[config.mk]
export PLATFORM = sky130hd
export DESIGN_NAME = inst_fetch_flat
export DESIGN_NICKNAME = d
export VERILOG_FILES = /design/src/rtl/inst_fetch_if.sv /design/src/rtl/inst_fetch.sv /design/src/flat_wrapper.sv
export SDC_FILE = /design/constraint.sdc
export NUM_CORES = 1
export LEC_CHECK = 0
export CAP_MARGIN = 20
export CORE_MARGIN = 1
export CORE_UTILIZATION = 52
export DETAILED_ROUTE_END_ITERATION = 10
export PLACE_DENSITY = 0.8
export SETUP_SLACK_MARGIN = 0.1
export SLEW_MARGIN = 20
export SYNTH_ARGS = -nofsm -noshare
export SYNTH_HDL_FRONTEND = slang
export SYNTH_SLANG_ARGS = --single-unit
[constraint.sdc]
create_clock -name clk -period 6.4 [get_ports clk]
set_input_delay 1.6 -clock clk [delete_from_list [all_inputs] [get_ports clk]]
set_output_delay 1.6 -clock clk [all_outputs]
set_load 0.01 [all_outputs]
[src/rtl/inst_fetch_if.sv]
// -----------------------------------------------------------------------------
// inst_fetch_if
// Bundles the instruction-fetch stage's external buses: the instruction
// memory read port, the branch/jump redirect input and the valid/ready
// output channel to decode.
//
//   imem_en         fetch -> mem    read request this cycle
//   imem_addr       fetch -> mem    word address (ADDR_W bits)
//   imem_rdata      mem   -> fetch  read data, one cycle after imem_en
//   redirect_valid  pipe  -> fetch  branch/jump taken
//   redirect_pc     pipe  -> fetch  target byte address
//   out_valid       fetch -> decode head of buffer holds an instruction
//   out_ready       decode-> fetch  decode accepts the head
//   out_inst        fetch -> decode instruction word (0 when not valid)
//   out_pc          fetch -> decode byte address of out_inst (0 when not valid)
//
// master: the fetch stage view.  slave: the surrounding pipeline/memory view.
// -----------------------------------------------------------------------------
interface inst_fetch_if #(
   parameter int unsigned ADDR_W = 10
);
   logic              imem_en;
   logic [ADDR_W-1:0] imem_addr;
   logic [31:0]       imem_rdata;
   logic              redirect_valid;
   logic [31:0]       redirect_pc;
   logic              out_valid;
   logic              out_ready;
   logic [31:0]       out_inst;
   logic [31:0]       out_pc;

   modport master (
      output imem_en, imem_addr, out_valid, out_inst, out_pc,
      input  imem_rdata, redirect_valid, redirect_pc, out_ready
   );

   modport slave (
      input  imem_en, imem_addr, out_valid, out_inst, out_pc,
      output imem_rdata, redirect_valid, redirect_pc, out_ready
   );
endinterface

[src/rtl/inst_fetch.sv]
// -----------------------------------------------------------------------------
// inst_fetch
// Instruction fetch stage of the KGP-RISC pipeline. Holds the PC, issues reads
// to a synchronous instruction memory with one-cycle latency, buffers returned
// words in a 2-entry FIFO and presents {inst, pc} to decode under valid/ready.
// A redirect flushes all buffered and in-flight fetches and reloads the PC.
//
// Parameters:
//   ADDR_W    instruction memory word-address width
//   RESET_PC  PC loaded on reset (bits [1:0] must be 0)
//
// Ports:
//   clk    rising-edge clock
//   rst_n  asynchronous active-low reset
//   bus    inst_fetch_if.master (memory port, redirect, decode channel)
// -----------------------------------------------------------------------------
module inst_fetch #(
   parameter int unsigned ADDR_W   = 10,
   parameter logic [31:0] RESET_PC = 32'h0000_0000
) (
   input  logic          clk,
   input  logic          rst_n,
   inst_fetch_if.master  bus
);

   logic [31:0] pc_q,          pc_d;
   logic        req_pending_q, req_pending_d;
   logic [31:0] req_pc_q,      req_pc_d;
   logic [1:0]  count_q,       count_d;
   logic        rd_ptr_q,      rd_ptr_d;
   logic        wr_ptr_q,      wr_ptr_d;

   logic [31:0] fifo_inst_q [2];
   logic [31:0] fifo_pc_q   [2];

   logic        out_valid;
   logic        pop;
   logic        push;
   logic        issue;
   logic [2:0]  occupancy;

   // Low address bits of the redirect target are forced to zero.
   logic        unused_redirect_lsb;
   assign unused_redirect_lsb = ^bus.redirect_pc[1:0];

   assign out_valid = (count_q != 2'd0);
   assign pop       = out_valid & bus.out_ready & ~bus.redirect_valid;
   assign push      = req_pending_q & ~bus.redirect_valid;

   // Slots that will be committed after this cycle: buffered words plus the
   // word already in flight, less the one leaving. Issuing only while this is
   // below 2 means every returned word finds a free slot.
   assign occupancy = {1'b0, count_q} + {2'b00, req_pending_q} - {2'b00, pop};

   // rst_n gates the request so the memory sees no read while reset is held.
   assign issue     = rst_n & ~bus.redirect_valid & (occupancy < 3'd2);

   assign bus.imem_en   = issue;
   assign bus.imem_addr = rst_n ? pc_q[ADDR_W+1:2] : '0;
   assign bus.out_valid = out_valid;
   assign bus.out_inst  = out_valid ? fifo_inst_q[rd_ptr_q] : '0;
   assign bus.out_pc    = out_valid ? fifo_pc_q[rd_ptr_q]   : '0;

   always_comb begin
      pc_d          = pc_q;
      req_pending_d = 1'b0;
      req_pc_d      = req_pc_q;
      count_d       = count_q;
      rd_ptr_d      = rd_ptr_q;
      wr_ptr_d      = wr_ptr_q;

      if (bus.redirect_valid) begin
         pc_d     = {bus.redirect_pc[31:2], 2'b00};
         count_d  = '0;
         rd_ptr_d = 1'b0;
         wr_ptr_d = 1'b0;
      end else begin
         if (issue) begin
            req_pc_d      = pc_q;
            pc_d          = pc_q + 32'd4;
            req_pending_d = 1'b1;
         end
         if (push) begin
            wr_ptr_d = ~wr_ptr_q;
         end
         if (pop) begin
            rd_ptr_d = ~rd_ptr_q;
         end
         count_d = count_q + {1'b0, push} - {1'b0, pop};
      end
   end

   always_ff @(posedge clk or negedge rst_n) begin
      if (!rst_n) begin
         pc_q          <= RESET_PC;
         req_pending_q <= 1'b0;
         req_pc_q      <= '0;
         count_q       <= '0;
         rd_ptr_q      <= 1'b0;
         wr_ptr_q      <= 1'b0;
      end else begin
         pc_q          <= pc_d;
         req_pending_q <= req_pending_d;
         req_pc_q      <= req_pc_d;
         count_q       <= count_d;
         rd_ptr_q      <= rd_ptr_d;
         wr_ptr_q      <= wr_ptr_d;
      end
   end

   // Storage needs no reset: entries are only visible while count_q covers them.
   always_ff @(posedge clk) begin
      if (push) begin
         fifo_inst_q[wr_ptr_q] <= bus.imem_rdata;
         fifo_pc_q[wr_ptr_q]   <= req_pc_q;
      end
   end

endmodule
[src/flat_wrapper.sv]
// flat-port wrapper written by rule: the top's interface ports become plain ports
module inst_fetch_flat 
#(
   parameter int unsigned ADDR_W   = 10,
   parameter logic [31:0] RESET_PC = 32'h0000_0000
)
  (clk, rst_n, bus_imem_en, bus_imem_addr, bus_out_valid, bus_out_inst, bus_out_pc, bus_imem_rdata, bus_redirect_valid, bus_redirect_pc, bus_out_ready);
  inst_fetch_if #(.ADDR_W(ADDR_W)) bus_i ();
  input  logic clk;
  input  logic rst_n;
  output wire logic [$bits(bus_i.imem_en)-1:0] bus_imem_en;
  output wire logic [$bits(bus_i.imem_addr)-1:0] bus_imem_addr;
  output wire logic [$bits(bus_i.out_valid)-1:0] bus_out_valid;
  output wire logic [$bits(bus_i.out_inst)-1:0] bus_out_inst;
  output wire logic [$bits(bus_i.out_pc)-1:0] bus_out_pc;
  input wire logic [$bits(bus_i.imem_rdata)-1:0] bus_imem_rdata;
  input wire logic [$bits(bus_i.redirect_valid)-1:0] bus_redirect_valid;
  input wire logic [$bits(bus_i.redirect_pc)-1:0] bus_redirect_pc;
  input wire logic [$bits(bus_i.out_ready)-1:0] bus_out_ready;
  assign bus_imem_en = bus_i.imem_en;
  assign bus_imem_addr = bus_i.imem_addr;
  assign bus_out_valid = bus_i.out_valid;
  assign bus_out_inst = bus_i.out_inst;
  assign bus_out_pc = bus_i.out_pc;
  assign bus_i.imem_rdata = bus_imem_rdata;
  assign bus_i.redirect_valid = bus_redirect_valid;
  assign bus_i.redirect_pc = bus_redirect_pc;
  assign bus_i.out_ready = bus_out_ready;
  inst_fetch #(.ADDR_W(ADDR_W), .RESET_PC(RESET_PC)) u_core (.clk(clk), .rst_n(rst_n), .bus(bus_i));
endmodule
After elaboration in Yosys (flattened, before gate mapping)
Memory sizes are Yosys's and may differ from the RTL's.
Index checks and enable logic that the tools add are counted.
{ "totals": {"reg_bits": 69, "ramBits": 128, "inputBits": 68, "output_inout_bits": 76, "elab_cells": 41, "mem_count": 2} }
{ "mem_list": {"columns": ["name", "depth", "word_bits", "read_ports", "rd_ports_with_merged_regs", "write_ports", "line", "rtl"], "rows": [
  ["u_core.fifo_inst_q", 2, 32, 1, 0, 1, "inst_fetch.sv:33", "logic [31:0] fifo_inst_q [2];"],
  ["u_core.fifo_pc_q", 2, 32, 1, 0, 1, "inst_fetch.sv:34", "logic [31:0] fifo_pc_q [2];"]
]} }
{ "classes": {"n_addsub": 5, "order_cmp": 1, "mux": 14, "n_bitwise": 8, "n_reduce_logical": 5} }
{ "ops": {"columns": ["cell", "n"], "rows": [
  ["2-to-1 mux 32 bit", 4],
  ["adder 32 x 3 -> 32 bit, second input constant", 1],
  ["2-to-1 mux 10 bit", 1],
  ["2-to-1 mux 1 bit", 8],
  ["nonzero test 2 bit", 4],
  ["bitwise AND 1 bit", 5],
  ["adder 2 x 1 -> 3 bit", 1],
  ["less-than comparator 3 x 2 -> 1 bit, second input constant", 1],
  ["NOT 1 bit", 3],
  ["subtractor 3 x 1 -> 3 bit", 1],
  ["adder 2 x 1 -> 2 bit", 1],
  ["2-to-1 mux 2 bit", 1],
  ["AND reduction 2 bit", 1],
  ["subtractor 2 x 1 -> 2 bit", 1]
]} }

Logic depth before layout (Yosys ltp)
{ "depth": {"word_depth": 8, "mapped_depth": 12, "mapped_depth_nobuf": 12} }

Worst setup path before layout
No wires, ideal clock.
{ "synth_path": {"kind": "input -> register", "startpoint": "in bus_redirect_valid", "endpoint": "mem u_core.fifo_inst_q[0][0] (enable)", "setup_time_ps": 559, "t_arrival_ps": 6267, "t_required_ps": 5841, "setup_slack_ps": -426, "stages": 3, "path_buffers": 2, "cell_sequence": "clkbuf_1 > clkbuf_1 > nor3_1"} }
{ "synth_between": {"elab_chain_cells": 4} }
{ "synth_rtl": {"columns": ["item", "line", "rtl"], "rows": [
  ["start, declared", "flat_wrapper.sv:17", "input wire logic [$bits(bus_i.redirect_valid)-1:0] bus_redirect_valid;"],
  ["NOT 1 bit (no source line)", null, null],
  ["bitwise AND 1 bit", "inst_fetch.sv:48", "assign push = req_pending_q & ~bus.redirect_valid;"],
  ["2-to-1 mux 1 bit", "inst_fetch.sv:113", "if (push) begin"],
  ["2-to-1 mux 1 bit (not written as such)", "inst_fetch.sv:114", "fifo_inst_q[wr_ptr_q] <= bus.imem_rdata;"],
  ["end, declared", "inst_fetch.sv:33", null]
]} }
Every way passes these cells.

Final worst setup path
{ "layout_path": {"startpoint": "in bus_out_ready", "endpoint": "out bus_imem_en"} }
{ "layout_between": {"elab_chain_cells": 5} }
{ "layout_rtl": {"columns": ["item", "line", "rtl"], "rows": [
  ["start, declared", "flat_wrapper.sv:19", "input wire logic [$bits(bus_i.out_ready)-1:0] bus_out_ready;"],
  ["bitwise AND 1 bit (2 in series)", "inst_fetch.sv:47", "assign pop = out_valid & bus.out_ready & ~bus.redirect_valid;"],
  ["subtractor 3 x 1 -> 3 bit", "inst_fetch.sv:53", "assign occupancy = {1'b0, count_q} + {2'b00, req_pending_q} - {2'b00, pop};"],
  ["less-than comparator 3 x 2 -> 1 bit", "inst_fetch.sv:56", "assign issue = rst_n & ~bus.redirect_valid & (occupancy < 3'd2);"],
  ["bitwise AND 1 bit", "inst_fetch.sv:56", null],
  ["end, declared", "flat_wrapper.sv:11", "output wire logic [$bits(bus_i.imem_en)-1:0] bus_imem_en;"]
]} }
Every way passes these cells.

==> flow_summary.toml <==
[hold_path]
hold_path.class = "reg -> reg"
min-delay-start = "u_core.req_pc_q[12]$_DFFE_PN0P_"

[floorplanning]
die_w_um = 125
io_pins = 144
die_h_um = 125
start_util_pct = 53.5
die-area_um2 = 15500
coreArea_um2 = 14600
rows = 44

[detailed_routing]
wirelength_mm = 15.5
drt_first_iter_violations = 239
drtPass1Iterations = 4
drc = 0
avgRoutedWirePerCell_um = 17.4
postRouteAntennaNets = 0
num_vias = 4821
vias_per_cell = 5.39

[cts]
cts.sink_count = 189
cts-buffers-inserted = 17
ctsResizeCount = 0
insertion_delay_ns = 0.42
cts_root_buffer = "clkbuf_16"
ctsHoldBuffers = 0
htree_num_levels = 4
post-cts-setup-buffers = 0
cts_buffer_depth = 2
cts_tree = "yes"
cts.reportedPaths.clkPinSlew_ns = 0.06

[placed_design]
place.gp.congestion = 0.826
placed_area_um2 = 9400
port_buffers = 139
dp_hpwl_mm = 9.89

[worst_setup_path]
r2r_cells = 12
critPathKind = "in -> out"
cp_max_fo = 6
cp.arrival_ns = 4.23
worstSetupEndpoint = "bus_imem_en"
crit_start = "bus_out_ready"
setup.worst_path.start_class = "primary input"
reg2reg_setup_slack_ns = 2.96
r2r-start = "u_core.count_q[1]$_DFF_PN0_"
end_kind = "primary output"
critical_path_required_ns = 4.80
r2r-end = "u_core.pc_q[31]$_DFFE_PN0P_"

[global_route]
grt_pass1_vias = 4998
grt_overflow = 0
grtUsageTotal_pct = 21.2
grt_pass1_wl_mm = 25.4
grt_max_degree = 64
antenna_found_initial = 0

[logic_synthesis]
synth_seq_cells = 189
synth_cell_types = 40
postSynthCellCount = 556
synth-seq-area-share_pct = 68.5
avgSynthCellArea_um2 = 14.0
syn_area_um2 = 7810
synth_warnings = 0

[power]
powerDensity_nw_per_um2 = 337
ir_drop_v = 0.000194
power.leakage_uw = 0.00356
seqPwrFrac_pct = 49.2
clockPowerShare_pct = 31.2
p_comb_share_pct = 19.6
switchingPower_uw = 869
swShare_pct = 25.8
p_int_uw = 2500

[sta]
rsz0062_at_grt = "no"
worstMarginPinSlew_ns = 0.925
maxSlewViolCount = 0
hold_violations = 0
setup_viol = 0
relSlewSlack_pct = 38.3
clock_skew_ns = 0.00540
post-route-period-util_pct = 91.1
min_period_ns = 5.83
tns_ns = 0
max_freq_mhz = 172

[job]
drv_cap = 0

[layout]
area_growth_pct = 28.3
drive_gt1_share_pct = 12.0
n_fill_cell = 1018
antenna_cells = 0
design_area_um2 = 10000
num-nets-final = 770

[outcome]
status = "completed"
critical path, cell delays in order:
cell and delay, ns:
clkdlybuf4s50_1 0.46, nand2_1 0.08, nor2_1 0.15, ha_1 0.25, nand2b_1 0.15, fa_1 0.47
nand2_1 0.19, nor3_2 0.28, clkdlybuf4s50_1 0.58
flip-flops by register name (all words and copies together), names as in the netlist:
| name | count |
|---|---|
| u_core.fifo_inst_q | 64 |
| u_core.fifo_pc_q | 60 |
| u_core.pc_q | 30 |
| u_core.req_pc_q | 30 |
| u_core.count_q | 2 |
| u_core.rd_ptr_q | 1 |
| u_core.req_pending_q | 1 |
| u_core.wr_ptr_q | 1 |
per-layer routing:
metal  GRT usage [%]  share of wire, %  up-vias  routed length [um]
li1                -                 -     2274                   -
met1            27.9                44     2367                6780
met2            34.7                49      158                7630
met3            4.38               5.3       22                 819
met4            8.01               1.8        0                 287
met5               0                 0        -                   0
cell type report:
| type | instances | area [um^2] | area share [%] |
|---|---|---|---|
| repair buffers | 147 | 1460 | 14.6 |
| clock buffers | 23 | 489 | 4.88 |
| multi-input cells | 335 | 2350 | 23.5 |
| clock inverters | 9 | 106 | 1.06 |
| well taps | 184 | 230 | 2.30 |
| inverters | 7 | 26.3 | 0.262 |
| flip-flops and latches | 189 | 5350 | 53.4 |
worst min-delay path by stage:
| stage | end | cells past startpoint |
|---|---|---|
| 6_report | u_core.fifo_pc_q[1][12]$_DFFE_PP_ | 0 |
| 3_3_place_gp | u_core.fifo_pc_q[1][21]$_DFFE_PP_ | 0 |
| 5_1_grt | u_core.fifo_pc_q[1][3]$_DFFE_PP_ | 0 |
| 4_1_cts | u_core.fifo_pc_q[0][24]$_DFFE_PP_ | 0 |
| 2_1_floorplan | u_core.fifo_pc_q[0][10]$_DFFE_PP_ | 0 |
| 3_5_place_dp | u_core.fifo_pc_q[1][24]$_DFFE_PP_ | 0 |
logic make-up after synthesis:
kind of cell / share of synthesized area, %
flops: 68.5
other cells: 0.0480
simple gates: 10.6
buf+inv: 1.73
compound gates: 2.31
fa+ha+maj: 0.897
xor+xnor: 3.46
mux: 12.4
synth_stat cells:
library cell | count | area [um^2]
nor4_2 | 1 | 12.5
nand2_1 | 36 | 135
nor2_1 | 75 | 282
nor2b_1 | 1 | 6.26
nor3b_1 | 1 | 7.51
mux2i_1 | 63 | 631
and2_1 | 10 | 62.6
mux2_2 | 30 | 338
nand3_1 | 13 | 65.1
dfrtp_1 | 65 | 1630
a31oi_1 | 2 | 12.5
inv_1 | 7 | 26.3
o21ai_1 | 1 | 5.00
xor2_2 | 1 | 16.3
fa_1 | 1 | 20.0
nand2b_1 | 1 | 6.26
or2_2 | 1 | 6.26
and4_1 | 1 | 8.76
nand3b_1 | 1 | 7.51
nand4_2 | 1 | 12.5
o21ai_0 | 29 | 145
nand4_1 | 11 | 68.8
ha_1 | 4 | 50.1
buf_4 | 2 | 15.0
or3_1 | 2 | 12.5
edfxtp_1 | 124 | 3720
nor3_1 | 5 | 25.0
and3_1 | 5 | 31.3
clkbuf_1 | 21 | 78.8
nor2_2 | 1 | 6.26
conb_1 | 1 | 3.75
nor4_1 | 1 | 6.26
xnor2_1 | 10 | 87.6
nor3_4 | 1 | 16.3
xor2_1 | 19 | 166
nor3_2 | 1 | 10.0
a31o_2 | 2 | 17.5
buf_2 | 3 | 15.0
nor4_4 | 1 | 21.3
nand4_4 | 1 | 21.3
metrics by stage:
step                setup slack (ns)  util (%)  hold slack (ns)  instances  power (uW)
floorplan                      0.785         -            0.438        557        2020
global placement               0.551      64.4            0.445        861        2310
detailed placement             0.550      64.4            0.453        861        2350
CTS                            0.519      68.5            0.467        893        3400
global route                   0.413      68.7            0.483        894        3530
finish                         0.571      68.7            0.468        894        3370
cell usage in the layout (no fill, tap or decap), drive strengths merged, types with 2 or more instances in the layout:
cell and count:
edfxtp 124, nand4 13, bufinv 2, mux2i 63, clkdlybuf4s50 137, xnor2 10, nor3 7, o21ai 30
nand2 36, and3 5, clkinv 4, and2 10, clkbuf 23, nor2 76, nand3 13, or3 2
a31o 2, a31oi 2, inv 9, dfrtp 65, xor2 20, nor4 3, conb 2, ha 4
buf 10, mux2 30
power groups by stage:
stage	Clock, uW	Combinational (uW)	Sequential [uW]
CTS	1070	648	1680
global route	1130	721	1680
finish	1050	662	1660
floorplan	0	394	1630
global placement	0	628	1690
detailed placement	0	643	1710
No activity file was read; power rests on OpenSTA's default activity.
